File: src/rtl/lod_norm_seq.sv
// Sequential leading-one detector / normaliser: scans the operand MSB-first, CHUNK bits per cycle.
// Optional macro LOD_FASTZERO_EN: zero operands go straight from IDLE to DONE at the accept edge.
module lod_norm_seq #(
  parameter int N     = 16,
  parameter int CHUNK = 4
) (
  input  logic                 clk,
  input  logic                 rst_n,
  input  logic                 in_valid,
  output logic                 in_ready,
  input  logic [N-1:0]         in_data,
  output logic                 out_valid,
  input  logic                 out_ready,
  output logic [N-1:0]         out_onehot,
  output logic [$clog2(N)-1:0] out_pos,
  output logic [N-1:0]         out_norm,
  output logic                 out_zero,
  output logic [1:0]           dbg_state_o
);

  localparam int NCH = N / CHUNK;
  localparam int PW  = $clog2(N);
  localparam int KW  = (NCH > 1) ? $clog2(NCH) : 1;

  typedef enum logic [1:0] {
    IDLE = 2'd0,
    SCAN = 2'd1,
    DONE = 2'd2
  } state_t;

  state_t         state_q, state_d;
  logic [N-1:0]   sr_q, sr_d;
  logic [KW-1:0]  k_q, k_d;
  logic [N-1:0]   onehot_q, onehot_d;
  logic [PW-1:0]  pos_q, pos_d;
  logic [N-1:0]   norm_q, norm_d;
  logic           zero_q, zero_d;

  logic [CHUNK-1:0] win;
  logic [PW-1:0]    lz;
  logic [PW-1:0]    hit_pos;
  logic             last_chunk;

  // Handshakes: a transfer happens on a rising edge where valid && ready are
  // both high; in_ready depends only on state, out_valid is a state decode
  // and the out_* payload is held stable from DONE entry until its transfer.
  assign in_ready    = (state_q == IDLE);
  assign out_valid   = (state_q == DONE);
  assign out_onehot  = onehot_q;
  assign out_pos     = pos_q;
  assign out_norm    = norm_q;
  assign out_zero    = zero_q;
  assign dbg_state_o = state_q;

  // The window is always the top CHUNK bits; the shift register walks lower
  // chunks up into it, so the leading-zero count of the window plus the
  // bits already shifted out gives the distance from the MSB.
  always_comb begin
    win = sr_q[N-1 -: CHUNK];
    lz  = '0;
    for (int i = 0; i < CHUNK; i++) begin
      if (win[i]) lz = PW'(CHUNK - 1 - i);
    end
    hit_pos    = PW'(N - 1 - (int'(k_q) * CHUNK + int'(lz)));
    last_chunk = (k_q == KW'(NCH - 1));
  end

  always_comb begin
    state_d  = state_q;
    sr_d     = sr_q;
    k_d      = k_q;
    onehot_d = onehot_q;
    pos_d    = pos_q;
    norm_d   = norm_q;
    zero_d   = zero_q;
    unique case (state_q)
      IDLE: begin
        if (in_valid) begin
`ifdef LOD_FASTZERO_EN
          if (in_data == '0) begin
            state_d  = DONE;
            zero_d   = 1'b1;
            onehot_d = '0;
            pos_d    = '0;
            norm_d   = '0;
          end else begin
            sr_d    = in_data;
            k_d     = '0;
            state_d = SCAN;
          end
`else
          sr_d    = in_data;
          k_d     = '0;
          state_d = SCAN;
`endif
        end
      end
      SCAN: begin
        if (win != '0) begin
          norm_d   = sr_q << lz;
          onehot_d = N'(1) << hit_pos;
          pos_d    = hit_pos;
          zero_d   = 1'b0;
          state_d  = DONE;
        end else if (last_chunk) begin
          norm_d   = '0;
          onehot_d = '0;
          pos_d    = '0;
          zero_d   = 1'b1;
          state_d  = DONE;
        end else begin
          sr_d = sr_q << CHUNK;
          k_d  = k_q + KW'(1);
        end
      end
      DONE: begin
        if (out_ready) state_d = IDLE;
      end
      default: state_d = IDLE;
    endcase
  end

  always_ff @(posedge clk or negedge rst_n) begin
    if (!rst_n) begin
      state_q  <= IDLE;
      sr_q     <= '0;
      k_q      <= '0;
      onehot_q <= '0;
      pos_q    <= '0;
      norm_q   <= '0;
      zero_q   <= 1'b0;
    end else begin
      state_q  <= state_d;
      sr_q     <= sr_d;
      k_q      <= k_d;
      onehot_q <= onehot_d;
      pos_q    <= pos_d;
      norm_q   <= norm_d;
      zero_q   <= zero_d;
    end
  end

  // A stalled result must not move while the consumer is not ready.
  a_hold_stable: assert property (
    @(posedge clk) disable iff (!rst_n)
    (out_valid && !out_ready) |=> (out_valid && $stable(out_norm) &&
      $stable(out_pos) && $stable(out_onehot) && $stable(out_zero)));

  a_onehot_shape: assert property (
    @(posedge clk) disable iff (!rst_n)
    out_valid |-> (out_zero ? (out_onehot == '0) : $onehot(out_onehot)));

endmodule

File: config.mk
export PLATFORM = sky130hd
export DESIGN_NAME = lod_norm_seq
export DESIGN_NICKNAME = d
export VERILOG_FILES = /design/src/rtl/lod_norm_seq.sv
export SDC_FILE = /design/constraint.sdc
export NUM_CORES = 1
export LEC_CHECK = 0
export CAP_MARGIN = 20
export CORE_ASPECT_RATIO = 0.6
export CORE_MARGIN = 2
export CORE_UTILIZATION = 55
export CTS_CLUSTER_DIAMETER = 50
export CTS_CLUSTER_SIZE = 24
export DETAILED_ROUTE_END_ITERATION = 8
export GPL_TIMING_DRIVEN = 0
export PLACE_DENSITY = 0.85
export SYNTH_ARGS = -nofsm -noshare
export SYNTH_HDL_FRONTEND = slang
export SYNTH_SLANG_ARGS = --single-unit
export TNS_END_PERCENT = 10
File: constraint.sdc
create_clock -name clk -period 3.4 [get_ports clk]
set_input_delay 0.51 -clock clk [delete_from_list [all_inputs] [get_ports clk]]
set_output_delay 0.51 -clock clk [all_outputs]
set_load 0.1 [all_outputs]
==> run metrics <==
Fillers 381; largest net degree at the start of global routing 35; Seq/Total Area, Yosys 0.4996; P&R area growth vs syn 31.73%; antenna violation net count after detailed routing 0; fin crit period 2892 ps; Clock Sinks 57; IO Count 61; hpwl dp 5755 um; crit end category output pin; GPL Wtd Cong 0.9006; CP max-delay cell clkdlybuf4s50_1; slew margin rel. 0.3375; Iter 0 DRT Violations 313; Slew @ Worst Pin 990.7 ps; Netlist Area Pre-Place 0.002855 mm2; Setup TNS Final 0 ps; CP Launch Type flip-flop; final instance area 0.003761 mm2; max cap viols 0; Synth Register Bits 57; DR WL/cell 18.35 um; Synth Instances 302; CTS Buf Count 9; Syn Nets 323; critical path class flip-flop to output pin; status finished clean; unrepaired setup endpoints after global routing false; gr usage total 0.2920; die height 59.81 um; post-cts repair resize count 0; cts hold-fix bufs 0; Placed Instance Area 0.003553 mm2; Max FO, Critical Path 10; Reg clk slew, reported paths 70 ps; die area 0.005802 mm2; period utilization 0.8506; synth unique cells 35; # DRC 0; worst skew pair latency 340 ps; Reg2Reg Depth 5; Core ar. 0.005030 mm2; postcts setup bufs 0; final wirelength 8164 um; Setup Skew 6.408 ps; H-tree Lvls 3; vias in the first global route 2547; Antenna diodes 0; worst path cell trace clkbuf_1, nand2b_1, inv_1, clkdlybuf4s50_1; layout cells sized above 1 0.08179; syn avg cell area 9.454 um2; TritonCTS clock tree done; PortBufs 60; vias 2688; Final Max Tran Viols 0; total global routing overflow 0; Nets 395; CTS Buffer Depth 2; final hold violation count 0; Worst EP arrival 2380 ps; Rows 20; CTS root buf clkbuf_8; Max Clk Rate 0.3458 GHz; vias per inst 6.040; hold crit path type input pin to asynchronous set/reset pin; Req. time, crit path 2890 ps; CP peak stage delay 1120 ps; Die Width 97.02 um; Pre-antenna DRT Iters 5; Setup-failing EPs final 0; initial core utilization 0.5677; initial antenna violation count 0; Ys Warns 0; first-pass GRT wire length 12790 um
[routing by layer]
metal | track usage | vias up | routed length (um)
li1 | - | 1212 | -
met1 | 0.3991 | 1314 | 3868
met2 | 0.4504 | 141 | 3501
met3 | 0.1053 | 21 | 667
met4 | 0.07646 | 0 | 126
met5 | 0 | - | 0
[flip-flops by register name (all words and copies together), names as in the netlist]
register and flops:
dbg_state_o 2, k_q 2, out_norm 16, out_onehot 16, out_pos 4, out_zero 1
sr_q 16
[per-stage QoR]
stage	hold slack, ps	setup slack (ps)	util	cells
after floorplan	214.4	309.7	-	302
after CTS	172.4	505.9	0.7478	445
after detailed placement	457.3	894.0	0.7065	429
final	156.1	508.0	0.7478	445
after global placement	459.9	79.45	0.7035	428
after global routing	188.3	436.8	0.7478	445
[worst paths after layout]
| path | endpoint | startpoint | slack [ps] |
|---|---|---|---|
| max reg2reg | sr_q[5] | sr_q[14] | 1120 |
| max | out_valid | dbg_state_o[0] | 510 |
| min reg2reg | out_onehot[9] | out_onehot[9] | 480 |
| max in group asynchronous | k_q[0] | rst_n | 2660 |
| min in group clk | out_onehot[9] | out_onehot[9] | 480 |
| min | out_norm[12] | rst_n | 160 |
[cells by family after synthesis]
| family | count (synthesis) | synth area share |
|---|---|---|
| AOI/OAI and AO/OA | 90 | 0.2077 |
| adders and majority gates | 1 | 0.004381 |
| and+or+nand+nor | 103 | 0.1578 |
| buffers and inverters | 28 | 0.04952 |
| DFF | 57 | 0.4996 |
| muxes | 23 | 0.08107 |
[worst max-delay path: cells and delay by family, from the launching register on]
kind | cells | cell delay [ps]
buffers and inverters | 3 | 1410
DFF | 1 | 410
and+or+nand+nor | 1 | 210
[cells in the mapped netlist]
master     instances  area, um2
or4_4              1      11.26
a32o_1             2      20.02
o221ai_1           1      8.760
buf_6              4      45.04
a22o_1             4      35.03
a32oi_1            1      8.760
o22ai_1            1      6.260
o21ai_4            1      16.27
o31ai_1            4      30.03
nand3_1            4      20.02
clkbuf_1          10      37.54
nand2b_1           7      43.79
o21bai_1           1      7.510
mux2i_1           22      220.2
nor2b_1            8      50.05
o21ai_0           33      165.2
nor2_1             9      33.78
nor2_4             1      11.26
a21oi_1            9      45.04
o211ai_1          22      165.2
and3_1             1      6.260
ha_1               1      12.51
a221o_1            1      10.01
buf_1              4      15.01
dfrtp_1           57       1426
o21ai_2            2      17.52
o2bb2ai_1          4      35.03
nor3_1             1      5.000
a22oi_1            1      7.510
o21ai_1            3      15.01
buf_2              5      25.02
nor4_1             1      6.260
inv_1              5      18.77
mux2_2             1      11.26
nand2_1           70      262.8
[cell usage in the layout, fill, tap and decap left out, types with 2 or more instances in the layout]
cell | netlist | layout
nor2_1 | 9 | 9
clkbuf_1 | 10 | 12
a32o_1 | 2 | 2
o21ai_1 | 3 | 3
buf_1 | 4 | 4
clkbuf_8 | 0 | 12
clkdlybuf4s50_1 | 0 | 59
nor2b_1 | 8 | 8
o2bb2ai_1 | 4 | 4
mux2i_1 | 22 | 22
buf_2 | 5 | 6
a21oi_1 | 9 | 9
o21ai_2 | 2 | 2
nand3_1 | 4 | 4
dfrtp_1 | 57 | 57
inv_1 | 5 | 5
nand2b_1 | 7 | 7
o31ai_1 | 4 | 4
nand2_1 | 70 | 70
o211ai_1 | 22 | 22
buf_6 | 4 | 4
o21ai_0 | 33 | 33
a22o_1 | 4 | 4
[final cells by class]
class                   count  area, um2  area share
flip-flops and latches     57       1426      0.3792
multi-input cells         217       1287      0.3423
repair buffers             61      615.6      0.1637
clock buffers              14      172.7     0.04591
plain buffers              23      122.6     0.03260
well taps                  66      82.58     0.02196
clock inverters             2      35.03    0.009315
inverters                   5      18.77    0.004990
Power is not shown: default switching activity piles up to over one toggle a cycle in this logic, so the estimate is an artifact.
